==> src/rtl/fifo_wr_arbiter_if.sv <==
// Requester and FIFO write-port bundle for fifo_wr_arbiter.
// The slave side is the arbiter; the master side drives requests and full.
interface fifo_wr_arbiter_if #(
  parameter int WIDTH = 16,
  parameter int NREQ  = 4
);
  logic [NREQ*WIDTH-1:0] req_data;
  logic [NREQ-1:0]       req_valid;
  logic [NREQ-1:0]       req_ready;
  logic [NREQ-1:0]       grant;
  logic [WIDTH-1:0]      fifo_din;
  logic                  fifo_wr_en;
  logic                  fifo_full;

  modport master (
    output req_data,
    output req_valid,
    output fifo_full,
    input  req_ready,
    input  grant,
    input  fifo_din,
    input  fifo_wr_en
  );

  modport slave (
    input  req_data,
    input  req_valid,
    input  fifo_full,
    output req_ready,
    output grant,
    output fifo_din,
    output fifo_wr_en
  );
endinterface

==> src/rtl/fifo_wr_arbiter.sv <==
// Round-robin burst arbiter merging NREQ requesters onto one FIFO
// write port; grants last up to BURST beats, then a one-cycle bubble.
module fifo_wr_arbiter #(
  parameter int WIDTH = 16,
  parameter int NREQ  = 4,
  parameter int BURST = 4
) (
  input  logic CLK,
  input  logic RST,
  fifo_wr_arbiter_if.slave bus
);
  localparam int IW = (NREQ > 1) ? $clog2(NREQ) : 1;
  localparam logic [IW:0] NR = (IW+1)'(NREQ);
  localparam logic [3:0] LAST = 4'(BURST-1);
  localparam logic [NREQ-1:0] ONE = {{(NREQ-1){1'b0}}, 1'b1};

  typedef enum logic {IDLE, GRANT} state_t;

  state_t          state;
  logic [NREQ-1:0] grant_q;
  logic [IW-1:0]   gidx;
  logic [IW-1:0]   ptr;
  logic [3:0]      cnt;

  logic [IW-1:0]   sel;
  logic [IW-1:0]   nxt;
  logic [IW:0]     idx;
  logic            found;
  logic            beat;
  logic            rel;

  // first valid requester at or after ptr, wrapping modulo NREQ
  always_comb begin
    sel   = '0;
    found = 1'b0;
    idx   = '0;
    for (int i = 0; i < NREQ; i++) begin
      idx = {1'b0, ptr} + (IW+1)'(i);
      if (idx >= NR) idx = idx - NR;
      if (!found && bus.req_valid[idx[IW-1:0]]) begin
        found = 1'b1;
        sel   = idx[IW-1:0];
      end
    end
  end

  assign beat = (state == GRANT)
             && bus.req_valid[gidx]
             && !bus.fifo_full;

  assign rel = (state == GRANT)
            && ((beat && cnt == LAST)
             || !bus.req_valid[gidx]);

  assign nxt = (({1'b0, gidx} + 1'b1) == NR)
             ? '0 : gidx + 1'b1;

  always_ff @(posedge CLK or negedge RST) begin
    if (!RST) begin
      state   <= IDLE;
      grant_q <= '0;
      gidx    <= '0;
      ptr     <= '0;
      cnt     <= '0;
    end else begin
      case (state)
        IDLE: begin
          if (found) begin
            state   <= GRANT;
            grant_q <= ONE << sel;
            gidx    <= sel;
            cnt     <= '0;
          end
        end
        GRANT: begin
          if (rel) begin
            state   <= IDLE;
            grant_q <= '0;
            ptr     <= nxt;
            cnt     <= '0;
          end else if (beat) begin
            cnt <= cnt + 4'd1;
          end
        end
        default: state <= IDLE;
      endcase
    end
  end

  assign bus.grant      = grant_q;
  assign bus.fifo_wr_en = beat;

  always_comb begin
    bus.req_ready = '0;
    bus.fifo_din  = '0;
    if (beat) bus.req_ready[gidx] = 1'b1;
    if (state == GRANT) begin
      for (int i = 0; i < NREQ; i++) begin
        if (gidx == IW'(i))
          bus.fifo_din = bus.req_data[i*WIDTH +: WIDTH];
      end
    end
  end
endmodule

==> src/flat_wrapper.sv <==
// flat-port wrapper written by rule: the top's interface ports become plain ports
module fifo_wr_arbiter_flat 
#(
  parameter int WIDTH = 16,
  parameter int NREQ  = 4,
  parameter int BURST = 4
)
  (CLK, RST, bus_req_data, bus_req_valid, bus_fifo_full, bus_req_ready, bus_grant, bus_fifo_din, bus_fifo_wr_en);
  fifo_wr_arbiter_if #(.WIDTH(WIDTH), .NREQ(NREQ)) bus_i ();
  input  logic CLK;
  input  logic RST;
  input wire logic [$bits(bus_i.req_data)-1:0] bus_req_data;
  input wire logic [$bits(bus_i.req_valid)-1:0] bus_req_valid;
  input wire logic [$bits(bus_i.fifo_full)-1:0] bus_fifo_full;
  output wire logic [$bits(bus_i.req_ready)-1:0] bus_req_ready;
  output wire logic [$bits(bus_i.grant)-1:0] bus_grant;
  output wire logic [$bits(bus_i.fifo_din)-1:0] bus_fifo_din;
  output wire logic [$bits(bus_i.fifo_wr_en)-1:0] bus_fifo_wr_en;
  assign bus_i.req_data = bus_req_data;
  assign bus_i.req_valid = bus_req_valid;
  assign bus_i.fifo_full = bus_fifo_full;
  assign bus_req_ready = bus_i.req_ready;
  assign bus_grant = bus_i.grant;
  assign bus_fifo_din = bus_i.fifo_din;
  assign bus_fifo_wr_en = bus_i.fifo_wr_en;
  fifo_wr_arbiter #(.WIDTH(WIDTH), .NREQ(NREQ), .BURST(BURST)) u_core (.CLK(CLK), .RST(RST), .bus(bus_i));
endmodule
==> config.mk <==
export PLATFORM = sky130hd
export DESIGN_NAME = fifo_wr_arbiter_flat
export DESIGN_NICKNAME = d
export VERILOG_FILES = /design/src/rtl/fifo_wr_arbiter_if.sv /design/src/rtl/fifo_wr_arbiter.sv /design/src/flat_wrapper.sv
export SDC_FILE = /design/constraint.sdc
export NUM_CORES = 1
export LEC_CHECK = 0
export BUFFER_PORTS_ARGS = -buffer_cell sky130_fd_sc_hd__buf_4
export CORE_MARGIN = 3
export CORE_UTILIZATION = 40
export CTS_CLUSTER_SIZE = 12
export DETAILED_ROUTE_END_ITERATION = 7
export PLACE_DENSITY = 0.83
export SKIP_LAST_GASP = 1
export SYNTH_ARGS = -nofsm -noshare
export SYNTH_HDL_FRONTEND = slang
export SYNTH_SLANG_ARGS = --single-unit
==> constraint.sdc <==
create_clock -name CLK -period 2.26 [get_ports CLK]
set_input_delay 0.565 -clock CLK [delete_from_list [all_inputs] [get_ports CLK]]
set_output_delay 0.565 -clock CLK [all_outputs]
set_load 0.1 [all_outputs]
== After elaboration in Yosys (flattened, before gate mapping) ==
Cells that the tools add are included.
Operators by class
  add/subtract/negate cells: 10
  multiply operators: 0
  div/mod/pow operators: 0
  magnitude comparators: 10
  equal/unequal tests: 8
  shift operators: 1
  mux-type cells: 41
  bitwise logic cells: 1
  reductions and logical operators: 19
Operators by type and width (number)
  16-bit two-way mux: 5
  4-bit two-way mux: 6
  2-bit two-way mux: 9
  4-bit case mux with 2 select lines: 2
  2-bit by 3-bit < comparator with 1-bit output (second input constant): 5
  1-bit two-way mux: 12
  1-bit binary-select mux with 2-bit select: 5
  3-bit >= comparator (second input constant): 3
  1-bit logical AND: 8
  2-bit AND reduction: 4
  2-bit by 1-bit subtractor with 2-bit output (second input constant): 4
  2-bit by 1-bit adder with 3-bit output (second input constant): 2
  2-bit by 2-bit adder with 3-bit output (second input constant): 2
  1-bit zero test: 5
  4-bit by 1-bit adder with 4-bit output (second input constant): 1
  2-bit == test (second input constant): 2
  4-bit by 2-bit == test with 1-bit output (second input constant): 1
  1-bit by 2-bit left shift with 4-bit output (first input constant): 1
  3-bit == test (second input constant): 1
  2-bit by 3-bit >= comparator with 1-bit output (second input constant): 1
  3-bit != test (second input constant): 1
  2-bit by 1-bit adder with 2-bit output (second input constant): 1
  1-bit demux with 2-bit select: 1
  2-bit by 1-bit == test with 1-bit output (second input constant): 1
  7 further kinds: 7
Word-level totals
  register bits after elaboration: 13
  latch bits: 0
  bits in writable memories: 0
  ROM bits: 0
  input bits: 71
  output and inout bits: 25
  logic and storage cells: 95
  memories kept: 0

== Logic depth before layout (Yosys ltp) ==
Gate-level depths: netlist of the first run.
  word-level depth: 17
  mapped depth: 7

== Least setup slack after synthesis of the first run ==
OpenSTA, ideal clock, no wires.
  path kind: register -> output
  from: register u_core.gidx[0]
  to: output port bus_fifo_din[15]
  data arrival time: 2074 ps
  required time: 1695 ps
  slack: -379 ps
  cell stages (with the launch flop): 8
  cell sequence: dfrtp_1 inv_1 ha_1 clkbuf_1 and3b_1 a21oi_1 o21ai_0 a22o_1
Between the ends
  word-level cells in the longest chain between the ends: 6
  elaborated cells between the ends (all ways): 9
  those cells by class: 3 x eq/ne; 5 x mux; 1 x reduce/logical
Ends and longest elaborated chain
  start: declaration: line fifo_wr_arbiter.sv:21  | logic [IW-1:0] gidx;
  start signal: assignment: line fifo_wr_arbiter.sv:71  | gidx <= sel;
  2-bit zero test: line fifo_wr_arbiter.sv:99  | if (gidx == IW'(i))
  16-bit two-way mux (3 in series): line fifo_wr_arbiter.sv:99
  16-bit two-way mux (*): line fifo_wr_arbiter.sv:99
  16-bit two-way mux (*): line fifo_wr_arbiter.sv:97  | if (state == GRANT) begin
  end: declaration: line flat_wrapper.sv:17  | output wire logic [$bits(bus_i.fifo_din)-1:0] bus_fifo_din;
Every way passes the cells marked *; elsewhere a longest branch is shown, timed or not.

== Final worst setup path of the first run ==
  from: register u_core.gidx[1]
  to: output port bus_fifo_din[5]
Same word-level chain as after synthesis.

==> qor.yml, run 1 <==
timing:
  timing.fmax_mhz: 376.3
  finalSetupViolCount: 21
  report.final.slew_viol_count: 0
  maxSlewHeadroom_pct: 60.65
  clock-skew-final_ns: 0.0008903
  layout_min_cycle_time_ns: 2.658
  worstMarginPinSlew_ns: 0.5889
  rsz0062_at_grt: "yes"
  finalWorstSetupSlack_ns: -0.3977
  layout_worst_path_cycle_share_pct: 117.6
  final_hold_viol_count: 0
routing:
  detail_route.drc_violations: 0
  detail_route.vias_per_cell: 6.294
  post_drt_wl_per_cell_um: 23.12
  antenna_left: 0
  first_pass_iters: 5
  drtIter0Drc: 202
  routed_wirelength_mm: 7.306
  vias: 1989
placed_design:
  buffer_ports.inserted: 95
  dp_hpwl_mm: 3.653
  post-place-cells: 305
  routabilityCongestion: 0.8072
layout:
  finish.net_count: 350
  mostFrequentLayoutCell: "sky130_fd_sc_hd__buf_4"
  post_route_cells_drive_above_1_share_pct: 59.56
  final.fill_count: 119
  area_growth_pct: 111.1
  layout.cells.non_filler: 316
  most_used_cells_in_the_layout_excluding_fill_and_tap_cells: "sky130_fd_sc_hd__buf_4 (82), sky130_fd_sc_hd__buf_12 (25), sky130_fd_sc_hd__nand2_1 (18)"
  num_antenna_cells: 0
die:
  die_height_um: 64.02
  fp_rows: 20
  ioPinCount: 96
  dieArea_um2: 4098
  initial_core_util_pct: 43.04
  chipWidth_um: 64.02
  core-area_um2: 3128
global_route:
  grt_max_degree: 18
  grt.overflow.total: 0
  first_pass_grt_wire_length_mm: 10.08
  grt.total_usage_pct: 31.46
  antenna_violations_before_repair: 0
  grt_pass1_vias: 2027
synth:
  post_synth_mux_area_share_pct: 4.833
  area_share_of_xor_xnor_cells_in_the_synthesized_design_pct: 1.301
  synth_cell_types: 35
  yosysSeqAreaShare_pct: 24.16
  ys_async_sr_fraction_pct: 100.0
  yosys_warnings: 0
  syn-cell-area_um2: 1346
  synth-simple-area-share_pct: 27.70
  synth-seq-cells: 13
  synthesis.instances: 166
  synth_edf_count: 0
  post_synth.cell_area_avg_um2: 8.110
  synth_flop_cell: "sky130_fd_sc_hd__dfrtp_1"
  yosys.area_share.adder_pct: 5.576
  syn-num-nets: 243
  synth_compound_area_share_pct: 31.97
  synth_top_family_by_area: "compound AO/OA/AOI/OAI gates"
setup_path:
  cp_max_fo: 8
  critical_path.startpoint_type: "register"
  critPathRequiredTime_ns: 1.69
  cp-end-kind: "primary output"
  arrival_ns: 2.09
  rrSetupSlack_ns: 0.16
  timing.setup.critical_path_class: "reg2out"
clock_tree:
  cts_root_buf: "sky130_fd_sc_hd__clkbuf_4"
  insertion_delay_ns: 0.28
  maximum_clock_insertion_buffer_count: 2
  number_of_sinks_handled_by_clock_tree_synthesis: 13
  cts_inserted_buffers: 3
  clock_tree.htree_level_count: 1
  cts_tree: "yes"
  cts.clk_slew.worst_paths_ns: 0.08
job:
  timing.max_cap.violations: 0
hold_path:
  min-delay-path-class: "in2async"
status:
  failing_checks: "negative setup slack"
  run_status: "finished with violations"
==> per-layer routing <==
layer  global-route usage [%]  vias up  part of all wire (%)
li1                         -      842                     -
met1                    32.47      944                    36
met2                    58.19      159                    50
met3                    6.854       44                   8.3
met4                    16.98        0                   6.1
met5                        0        -                     0
==> stage by stage <==
stage	TNS, ns	area [µm²]	setup WS, ns	hold slack, ns	util [%]
3_3_place_gp	0	2306	0.0005997	0.4162	73.72
6_report	-5.480	2841	-0.3977	0.1122	90.84
2_1_floorplan	-0.08690	1438	-0.08690	0.2694	-
5_1_grt	-6.642	2841	-0.4752	0.1080	90.84
3_5_place_dp	0	2306	0.002532	0.4167	73.72
4_1_cts	-3.677	2740	-0.2060	0.1129	87.60
==> cell type report <==
class	count	area [µm²]	area share [%]
timing repair buffer	114	1264	44.47
multi-input combinational	139	1162	40.91
sequential	13	325.3	11.45
tap	44	55.05	1.937
clock buffer	3	22.52	0.7926
inverter	2	7.507	0.2642
clock inverter	1	5.005	0.1761
==> state kept, by name (all words and copies together) (netlist names) <==
signal	count
u_core.bus.grant	4
u_core.cnt	4
u_core.gidx	2
u_core.ptr	2
u_core.state	1
==> path summary, 6_finish.rpt <==
kind,end,startpoint,cells past startpoint
min in group CLK,u_core.bus.grant[0],u_core.bus.grant[0],1
setup / recovery,bus_fifo_din[5],u_core.gidx[1],8
hold / removal,u_core.bus.grant[2],RST,1
setup reg to reg,u_core.ptr[0],u_core.gidx[0],6
max in group asynchronous,u_core.cnt[2],RST,1
hold reg to reg,u_core.bus.grant[0],u_core.bus.grant[0],1
==> timing repair <==
item | in CTS | in global routing
endpoints found under the setup margin | 21 | 21
cloned | 2 | 2
hold buffers | 0 | 0
resized for setup | 93 | 16
pin swaps | 8 | 9
setup buffers | 2 | 2
==> Yosys cell counts (4+ instances only) <==
cell                        number  area [µm²]
sky130_fd_sc_hd__o21ai_0        19       95.09
sky130_fd_sc_hd__and2_1          4       25.02
sky130_fd_sc_hd__and3b_1        16       140.1
sky130_fd_sc_hd__nand2_1        18       67.56
sky130_fd_sc_hd__ha_1            6       75.07
sky130_fd_sc_hd__o2bb2ai_1       4       35.03
sky130_fd_sc_hd__clkbuf_1        6       22.52
sky130_fd_sc_hd__a22o_1         16       140.1
sky130_fd_sc_hd__a21oi_1        18       90.09
sky130_fd_sc_hd__nor2_1          4       15.01
sky130_fd_sc_hd__and3_1          5       31.28
sky130_fd_sc_hd__dfrtp_1        13       325.3
sky130_fd_sc_hd__buf_2           4       20.02
==> cell families after synthesis <==
family                     count (synthesis)
AOI/OAI and AO/OA                         65
xor gates and xnor gates                   2
adders and majority gates                  6
buffers and inverters                     14
DFF                                       13
muxes                                      5
and+or+nand+nor                           61
==> worst max-delay path, cell delays in order (launching register included) <==
cell and delay, ns:
sky130_fd_sc_hd__dfrtp_1 0.39, sky130_fd_sc_hd__inv_2 0.11, sky130_fd_sc_hd__ha_4 0.22, sky130_fd_sc_hd__clkbuf_16 0.17, sky130_fd_sc_hd__and3b_1 0.17, sky130_fd_sc_hd__a21oi_1 0.19, sky130_fd_sc_hd__o21ai_1 0.14, sky130_fd_sc_hd__a22o_4 0.24
sky130_fd_sc_hd__buf_12 0.16
Power of run 1 is left out: the tool's default activity adds up to more than one toggle a clock period on the data nets, which glitch-free logic cannot reach.
==> run 2, diff against run 1 <==
--- a/config.mk
+++ b/config.mk
@@ -5,13 +5,14 @@
 export SDC_FILE = /design/constraint.sdc
 export NUM_CORES = 1
 export LEC_CHECK = 0
-export BUFFER_PORTS_ARGS = -buffer_cell sky130_fd_sc_hd__buf_4
+export BUFFER_PORTS_ARGS = -buffer_cell sky130_fd_sc_hd__buf_2
 export CORE_MARGIN = 3
 export CORE_UTILIZATION = 40
 export CTS_CLUSTER_SIZE = 12
 export DETAILED_ROUTE_END_ITERATION = 7
 export PLACE_DENSITY = 0.83
 export SKIP_LAST_GASP = 1
+export SLEW_MARGIN = 20
 export SYNTH_ARGS = -nofsm -noshare
 export SYNTH_HDL_FRONTEND = slang
 export SYNTH_SLANG_ARGS = --single-unit
==> run 2 against run 1 <==
Against the previous run:
- the flow still finishes with violations (negative setup slack)
- count of clock-buffer cells in the layout up 1
- via count decreased by 14%
- design area decreased by 11%
- die area unchanged
- critical path type unchanged
- global-route usage is 8.7 points lower
- maximum frequency increased by 6.5%
- flip-flop and latch count stayed put
- worst setup slack improved by 0.16 ns
- first-iteration DRC count decreased by 38%
- register-to-register slack better by 0.14 ns
- clock skew up 0.0056 ns
==> qor.yml, run 2 (synthesis results as in run 1) <==
timing:
  final_hold_viol_count: 0  # unchanged
  maxSlewHeadroom_pct: 64.18  # +3.5 points
  layout_min_cycle_time_ns: 2.495  # -0.1630 ns
  clock-skew-final_ns: 0.006506  # +0.005616 ns
  report.final.slew_viol_count: 0  # unchanged
  worstMarginPinSlew_ns: 0.5237  # -0.06523 ns
  layout_worst_path_cycle_share_pct: 110.4  # -7.2 points
  finalSetupViolCount: 21  # unchanged
  timing.fmax_mhz: 400.9  # +6.5%
  hold-worst-slack_ns: 0.1615  # +0.04929 ns
  rsz0062_at_grt: "yes"
  finalWorstSetupSlack_ns: -0.2346  # +0.1630 ns
routing:
  first_pass_iters: 4  # -1
  detail_route.vias_per_cell: 5.435  # -14%
  antenna_left: 0  # unchanged
  routed_wirelength_mm: 4.914  # -33%
  drtIter0Drc: 125  # -38%
  vias: 1712  # -14%
  post_drt_wl_per_cell_um: 15.60  # -33%
  detail_route.drc_violations: 0  # unchanged
clock_tree:
  number_of_sinks_handled_by_clock_tree_synthesis: 13  # unchanged
  cts_inserted_buffers: 3  # unchanged
  cts_tree: "yes"
  cts.clk_slew.worst_paths_ns: 0.07  # about the same
  maximum_clock_insertion_buffer_count: 2  # unchanged
  insertion_delay_ns: 0.27  # about the same
  cts_root_buf: "sky130_fd_sc_hd__clkbuf_4"
  cts_hold_buffers: 0  # unchanged
  clock_tree.htree_level_count: 1  # unchanged
setup_path:
  critPathRequiredTime_ns: 1.69  # about the same
  timing.setup.critical_path_class: "reg2out"
  arrival_ns: 1.93  # -0.16 ns
  cp_max_fo: 16  # +8
  path_common_cell: "sky130_fd_sc_hd__buf_12"
  rrSetupSlack_ns: 0.30  # +0.14 ns
  slowest_cell_on_crit_path: "sky130_fd_sc_hd__dfrtp_1"
  critical_path.startpoint_type: "register"
  cp_slowest_stage_delay_ns: 0.42  # +0.03 ns
  crit_path_cell_trace: "buf_6, ha_4, buf_12, buf_16, a21oi_1, o21ai_1, a22o_2, buf_12"
  cp-end-kind: "primary output"
die:
  fp_rows: 20  # unchanged
  core-area_um2: 3128  # unchanged
  dieArea_um2: 4098  # unchanged
  die_height_um: 64.02  # unchanged
  ioPinCount: 96  # unchanged
  initial_core_util_pct: 43.04  # unchanged
  chipWidth_um: 64.02  # unchanged
hold_path:
  min-delay-path-class: "in2async"
layout:
  total_area_of_multi_input_combinational_cells_um2: 1110  # -4.5%
  final.fill_count: 191  # +61%
  finish.net_count: 349  # -0.29%
  num_antenna_cells: 0  # unchanged
  sequential_cell_area_in_the_final_layout_um2: 325.3  # unchanged
  area_growth_pct: 86.99
  mostFrequentLayoutCell: "sky130_fd_sc_hd__buf_2"
  most_used_cells_in_the_layout_excluding_fill_and_tap_cells: "sky130_fd_sc_hd__buf_2 (74), sky130_fd_sc_hd__buf_12 (23), sky130_fd_sc_hd__nand2_1 (18)"
  post_route_cells_drive_above_1_share_pct: 54.98  # -4.6 points
  finish.utilization_pct: 80.48  # -10 points
placed_design:
  buffer_ports.inserted: 95  # unchanged
  place_worst_setup_slack_ns: -0.01665  # -0.01918 ns
  routabilityCongestion: 0.7967  # -1.3%
  dp_hpwl_mm: 3.761  # +2.9%
global_route:
  grt.total_usage_pct: 22.78  # -8.7 points
  first_pass_grt_wire_length_mm: 7.493  # -26%
  grt_max_degree: 34  # +16
  grt_pass1_vias: 1641  # -19%
  antenna_violations_before_repair: 0  # unchanged
  grt.overflow.total: 0  # unchanged
job:
  timing.max_cap.violations: 0  # unchanged
status:
  run_status: "finished with violations"
  failing_checks: "negative setup slack"
-- run 2: layer usage --
metal	track usage (%)	share of wire, %	up-vias	routed length, µm
li1	-	-	837	-
met1	24.86	37	787	1835
met2	44.00	54	80	2637
met3	4.218	7.0	8	343
met4	6.199	2.0	0	98
met5	0	0	-	0
-- run 2: what timing repair did --
item	CTS	global route
cloned	1	0
pin swaps	6	6
setup endpoints to repair	21	21
setup buffers	1	1
gates resized for setup	34	10
-- run 2: layout make-up --
type                    instances  share of cell area (%)
repair buffers                113                   39.46
multi-input cells             139                   44.09
well taps                      44                   2.187
clock buffers                   4                   1.044
flip-flops and latches         13                   12.92
inverters                       2                  0.2982
-- run 2: stage by stage --
step                instance area [µm²]   TNS [ns]  cells
global route                       2517     -5.007    315
finish                             2517     -3.433    315
detailed placement                 2336   -0.01665    308
global placement                   2336  -0.008906    308
CTS                                2474     -3.031    314
floorplan                          1438   -0.08690    166
-- run 2: path summary, 6_finish.rpt --
path,start,endpoint,depth (start not counted)
hold / removal,RST,u_core.cnt[0],1
hold reg to reg,u_core.bus.grant[2],u_core.bus.grant[2],1
setup / recovery,u_core.gidx[0],bus_fifo_din[15],8
setup reg to reg,u_core.gidx[0],u_core.ptr[1],5
min in group CLK,u_core.bus.grant[2],u_core.bus.grant[2],1
max in group asynchronous,RST,u_core.gidx[1],1
-- run 2: critical path, delay by kind of cell, from the launching register on --
family,cells,cell delay [ns]
buffers and inverters,4,0.57
adders and majority gates,1,0.17
DFF,1,0.42
AOI/OAI and AO/OA,3,0.51
Power of run 2 is left out for the same reason.
